## src/rtl/dmem_arb_pkg.sv

```systemverilog
// Shared types and default widths for the data-memory arbiter.
package dmem_arb_pkg;

  localparam int DEF_ADDR_W  = 32;
  localparam int DEF_DATA_W  = 32;
  localparam int DEF_MEM_LAT = 2;

  typedef enum logic [1:0] {
    IDLE,
    BUSY,
    RESP
  } arb_state_t;

  typedef enum logic {
    OWN_CPU,
    OWN_DMA
  } owner_t;

endpackage

```

## src/rtl/dmem_lat_counter.sv

```systemverilog
// Loadable down-counter that times how long the memory strobes stay up.
// A load always restarts from MEM_LAT-1, so the zero flag marks the last strobe cycle.
module dmem_lat_counter #(
  parameter int MEM_LAT = 2
) (
  input  logic clk_i,
  input  logic rst_i,
  input  logic load,
  input  logic dec,
  output logic zero
);

  localparam int CNT_W = $clog2(MEM_LAT + 1);

  logic [CNT_W-1:0] count;

  // Reload on a new grant, otherwise count down while the access is in flight.
  always_ff @(posedge clk_i) begin
    if (rst_i) begin
      count <= '0;
    end else if (load) begin
      count <= CNT_W'(MEM_LAT - 1);
    end else if (dec && (count != '0)) begin
      count <= count - CNT_W'(1);
    end
  end

  assign zero = (count == '0);

endmodule

```

## src/rtl/dmem_arbiter.sv

```systemverilog
// Shares the single-port data memory between the CPU MEM stage and the DMA/debug port.
// Each granted access holds the strobes for MEM_LAT cycles, then spends one RESP cycle.
module dmem_arbiter
  import dmem_arb_pkg::*;
#(
  parameter int ADDR_W  = DEF_ADDR_W,
  parameter int DATA_W  = DEF_DATA_W,
  parameter int MEM_LAT = DEF_MEM_LAT
) (
  input  logic              clk_i,
  input  logic              rst_i,
  input  logic              cpu_req_i,
  input  logic              cpu_we_i,
  input  logic [ADDR_W-1:0] cpu_addr_i,
  input  logic [DATA_W-1:0] cpu_wdata_i,
  output logic [DATA_W-1:0] cpu_rdata_o,
  output logic              cpu_stall_o,
  input  logic              dma_req_i,
  input  logic              dma_we_i,
  input  logic [ADDR_W-1:0] dma_addr_i,
  input  logic [DATA_W-1:0] dma_wdata_i,
  output logic              dma_gnt_o,
  output logic              dma_rvalid_o,
  output logic [DATA_W-1:0] dma_rdata_o,
  output logic              mem_read_o,
  output logic              mem_write_o,
  output logic [ADDR_W-1:0] mem_addr_o,
  output logic [DATA_W-1:0] mem_wdata_o,
  input  logic [DATA_W-1:0] mem_rdata_i
);

  arb_state_t state, state_next;
  owner_t     owner, last_owner;

  logic grant_cpu;
  logic grant_dma;
  logic cnt_load;
  logic cnt_dec;
  logic cnt_zero;
  logic finish;

  dmem_lat_counter #(
    .MEM_LAT(MEM_LAT)
  ) u_lat_counter (
    .clk_i(clk_i),
    .rst_i(rst_i),
    .load (cnt_load),
    .dec  (cnt_dec),
    .zero (cnt_zero)
  );

  // State register.
  always_ff @(posedge clk_i) begin
    if (rst_i) begin
      state <= IDLE;
    end else begin
      state <= state_next;
    end
  end

  // Next state, arbitration (ties go to whoever did not win last) and counter control.
  always_comb begin
    state_next = state;
    grant_cpu  = 1'b0;
    grant_dma  = 1'b0;
    cnt_load   = 1'b0;
    cnt_dec    = 1'b0;
    finish     = 1'b0;
    case (state)
      IDLE: begin
        if (cpu_req_i && (!dma_req_i || (last_owner == OWN_DMA))) begin
          grant_cpu  = 1'b1;
          cnt_load   = 1'b1;
          state_next = BUSY;
        end else if (dma_req_i) begin
          grant_dma  = 1'b1;
          cnt_load   = 1'b1;
          state_next = BUSY;
        end
      end
      BUSY: begin
        if (cnt_zero) begin
          finish     = 1'b1;
          state_next = RESP;
        end else begin
          cnt_dec = 1'b1;
        end
      end
      RESP: begin
        state_next = IDLE;
      end
      default: begin
        state_next = IDLE;
      end
    endcase
  end

  // Latch the winner's access into the memory strobes, capture read data at the end.
  always_ff @(posedge clk_i) begin
    if (rst_i) begin
      owner        <= OWN_CPU;
      last_owner   <= OWN_DMA;
      mem_read_o   <= 1'b0;
      mem_write_o  <= 1'b0;
      mem_addr_o   <= '0;
      mem_wdata_o  <= '0;
      cpu_rdata_o  <= '0;
      dma_rdata_o  <= '0;
      dma_gnt_o    <= 1'b0;
      dma_rvalid_o <= 1'b0;
    end else begin
      dma_gnt_o    <= grant_dma;
      dma_rvalid_o <= finish && (owner == OWN_DMA);
      if (grant_cpu) begin
        mem_read_o  <= ~cpu_we_i;
        mem_write_o <= cpu_we_i;
        mem_addr_o  <= cpu_addr_i;
        mem_wdata_o <= cpu_wdata_i;
        owner       <= OWN_CPU;
        last_owner  <= OWN_CPU;
      end else if (grant_dma) begin
        mem_read_o  <= ~dma_we_i;
        mem_write_o <= dma_we_i;
        mem_addr_o  <= dma_addr_i;
        mem_wdata_o <= dma_wdata_i;
        owner       <= OWN_DMA;
        last_owner  <= OWN_DMA;
      end
      if (finish) begin
        mem_read_o  <= 1'b0;
        mem_write_o <= 1'b0;
        if (mem_read_o) begin
          if (owner == OWN_CPU) begin
            cpu_rdata_o <= mem_rdata_i;
          end else begin
            dma_rdata_o <= mem_rdata_i;
          end
        end
      end
    end
  end

  assign cpu_stall_o = cpu_req_i & ~((state == RESP) && (owner == OWN_CPU));

endmodule

```

## config.mk

```make
export PLATFORM = sky130hd
export DESIGN_NAME = dmem_arbiter
export DESIGN_NICKNAME = d
export VERILOG_FILES = /design/src/rtl/dmem_arb_pkg.sv /design/src/rtl/dmem_lat_counter.sv /design/src/rtl/dmem_arbiter.sv
export SDC_FILE = /design/constraint.sdc
export NUM_CORES = 1
export LEC_CHECK = 0
export CAP_MARGIN = 5
export CORE_AREA = 2 2 126 152
export CTS_BUF_LIST = sky130_fd_sc_hd__clkbuf_4
export CTS_CLUSTER_SIZE = 30
export DETAILED_ROUTE_END_ITERATION = 8
export DIE_AREA = 0 0 128 154
export GPL_ROUTABILITY_DRIVEN = 0
export MAX_ROUTING_LAYER = met4
export SETUP_SLACK_MARGIN = 0.2
export SLEW_MARGIN = 20
export SYNTH_ARGS = -nofsm -noshare
export SYNTH_HDL_FRONTEND = slang
export SYNTH_SLANG_ARGS = --single-unit
```

## constraint.sdc

```tcl
create_clock -name clk_i -period 2.95 [get_ports clk_i]
set_input_delay 0.59 -clock clk_i [delete_from_list [all_inputs] [get_ports clk_i]]
set_output_delay 0.59 -clock clk_i [all_outputs]
set_load 0.05 [all_outputs]
```

==> qor.txt <==
Cells traversed along the worst timing path = clkdlybuf4s50_1
Ys async rst share = 0%
PostCTS Resize Cnt = 0
Share of the yosys chip area belonging to registers = 51.3%
Final critical path time including I/O delays and setup = 2.39 ns
Power per Cell Area = 511 mW/mm2
Maximum single-stage delay on the critical path = 0.87 ns
Fin Clk Skew = 0.0232 ns
Most frequently used flop master after synthesis = dfxtp_1
Number of hold-slack violations in the final timing report = 0
Biggest fanout along the worst timing path = 6
Max IR drop VDD = 0.216 mV
Max Cap Viol = 0
Adder-cell area share of the yosys netlist = 0.232%
Number of cells after detailed placement = 1034
Number of storage elements in the synthesis netlist = 138
Leakage power total = 3.19 nW
Library cell used as clock root buffer = clkbuf_4
Die height = 154 um
Critical path arrival = 1.80 ns
Area share of and/or/nand/nor cells after synthesis = 12.3%
Sum of internal, switching and leakage power = 4.47 mW
Detailed-placement wirelength estimate = 14.0 mm
Synth unique cells = 37
Share of final-layout standard cells stronger than drive strength 1 = 6.19%
Commonest non-fill, non-tap cell in the layout = clkdlybuf4s50_1
Level count of the clock H-tree = 4
Starting DRT DRC Count = 188
Parity-gate share of the synthesized area counting xor and xnor cells = 0%
Path category of the worst min-delay check = reg -> reg
Relative max-transition margin = 58.0%
Fillers = 1693
Post-synth top area cell = dfxtp_1
Largest net degree at the start of global routing = 65
Share of Yosys cell area claimed by the top area cell type = 51.3%
Element type at the critical path start = register
Clock-pin transition on the worst setup and hold timing paths = 0.12 ns
Number of warnings reported in the yosys synthesis log = 0
Post-DR wirelength/cell = 17.9 um
Via-to-Cell Ratio = 4.78
Synthesized Nets = 710
Max clock buf depth = 2
Clock sink total = 138
Placement Setup Slack = 0.650 ns
Critical setup path kind = reg -> out
WP data required = 2.36 ns
Input/output buffers = 298
Compound-Gate Fraction of Synth Area = 18.9%
Final Cycle Share = 81.0%
Highest-count cells in the layout ignoring fill and taps = 296 x clkdlybuf4s50_1, 138 x dfxtp_1, 129 x nand2_1, 66 x a21oi_1, 64 x mux2i_1
Global-route wire length before repair = 28.5 mm
Category of the worst setup path capture point = output port
NumNets Final = 996
Main area contributors after synthesis = dfxtp_1 51%, mux2i_1 12%, o2bb2ai_1 9.4%, nand2_1 9.0%, a21oi_1 6.1%
CTS tree = yes
Family of cells with the greatest summed delay on the critical path = buffers and inverters
Final routed wirelength across all metal layers = 19.0 mm
Total negative setup slack = 0 ns
Synth Cell Area = 0.00539 mm2
Clock latency on the worst-skew pair = 0.52 ns
Worst Setup Slack, final = 0.559 ns
Die Wd = 128 um
First-pass iteration count of the detailed router = 5
Count of nets left with antenna violations after detail routing = 0
Number of core rows = 54
Max Transition Viols Final = 0
Multiplexer share of the synthesized area = 11.9%
Critical path buffer and inverter count = 1
Number of setup buffers added after CTS = 0
Total I/O pin count = 299
Slack of the worst reg-to-reg path = 1.14 ns
Combinational family with the most area after synthesis = compound AO/OA/AOI/OAI gates
Final cell count without fillers = 1065
CP max stage cell = clkdlybuf4s50_1
Result of the run = finished, final reports clean
Number of global-route vias before repair = 5083
Area of the core = 0.0181 mm2
Synthesized instance count = 543
CTS Buf Count = 17
Highest Clock Rate = 0.418 GHz
Antenna violations before repair = 1
Final setup fails = 0
Number of enable flip-flop cells after synthesis = 0
Total via count in the routed design = 5091
Die outline area = 0.0197 mm2
Total routing usage reported by global routing = 19.3%
Initial core utilization = 29.8%
Total DRC errors in the routed layout = 0
Setup repair after global routing missed its margin = no
Congestion Overflow GR = 0
Growth of design area from synthesis to finish = 62.2%
Least-Margin Pin Slew = 0.628 ns
Hold buffers post-CTS = 0
Syn_area_per_cell = 9.92 um2
## cell usage after synthesis (all sizes together), types with 2 or more instances
master / number
nor3b: 2
nand2b: 3
mux2i: 64
nor2: 8
clkbuf: 7
a2111oi: 2
dfxtp: 138
inv: 4
o2bb2ai: 64
o21ai: 2
a21oi: 67
nand3b: 2
nor3: 2
buf: 34
nand2: 130
## cell families (layout without fill, tap and decap cells)
| group | Yosys count | in the layout |
|---|---|---|
| and+or+nand+nor | 154 | 154 |
| buffers and inverters | 45 | 342 |
| DFF | 138 | 138 |
| AOI/OAI and AO/OA | 141 | 141 |
| muxes | 64 | 64 |
| adders and majority gates | 1 | 1 |
| other | 0 | 1 |
## stage by stage
stage | utilization (%) | hold WS [ns] | area [um2]
floorplan | - | 0.479 | 5390
global placement | 47.0 | 0.443 | 8500
detailed placement | 47.0 | 0.446 | 8500
CTS | 48.3 | 0.462 | 8740
global route | 48.3 | 0.476 | 8740
finish | 48.3 | 0.462 | 8740
## layout make-up
type,count,area [um2],share of cell area (%)
clock inverter,13,108,1.23
multi-input combinational,360,2330,26.7
clock buffer,17,128,1.46
tap,224,280,3.21
sequential,138,2760,31.6
antenna,1,2.50,0.0286
inverter,4,15.0,0.172
timing repair buffer,308,3110,35.6
## worst reg2reg max path: cells and delay by family (launching register included)
kind            cells  cell delay (ns)
compound gates      1             0.14
buf+inv             2             0.43
simple gates        3             0.60
fa+ha+maj           1             0.26
flops               1             0.33
## power breakdown
| part | switching [mW] | internal [mW] | total (mW) |
|---|---|---|---|
| Combinational | 0.758 | 0.545 | 1.30 |
| Clock | 0.695 | 0.399 | 1.09 |
| Sequential | 0.0792 | 1.99 | 2.07 |
## registers in the layout, indices dropped and copies added (netlist names), 2 cells and up
signal               flops
mem_wdata_o             32
u_lat_counter.count      2
state                    2
dma_rdata_o             32
cpu_rdata_o             32
mem_addr_o              32
## worst paths after layout
path / start / end / cells after the start
max: mem_read_o / mem_read_o / 1
min: dma_rdata_o[3] / dma_rdata_o[3] / 2
min reg2reg: dma_rdata_o[3] / dma_rdata_o[3] / 2
max reg2reg: u_lat_counter.count[0] / dma_rdata_o[14] / 7
## routing by layer
metal / wire length, um / track usage, %
met5: 0 / -
met3: 1930 / 8.25
met4: 104 / 4.45
met2: 8940 / 31.2
met1: 8040 / 22.3
(Power assumes the default switching activity.)
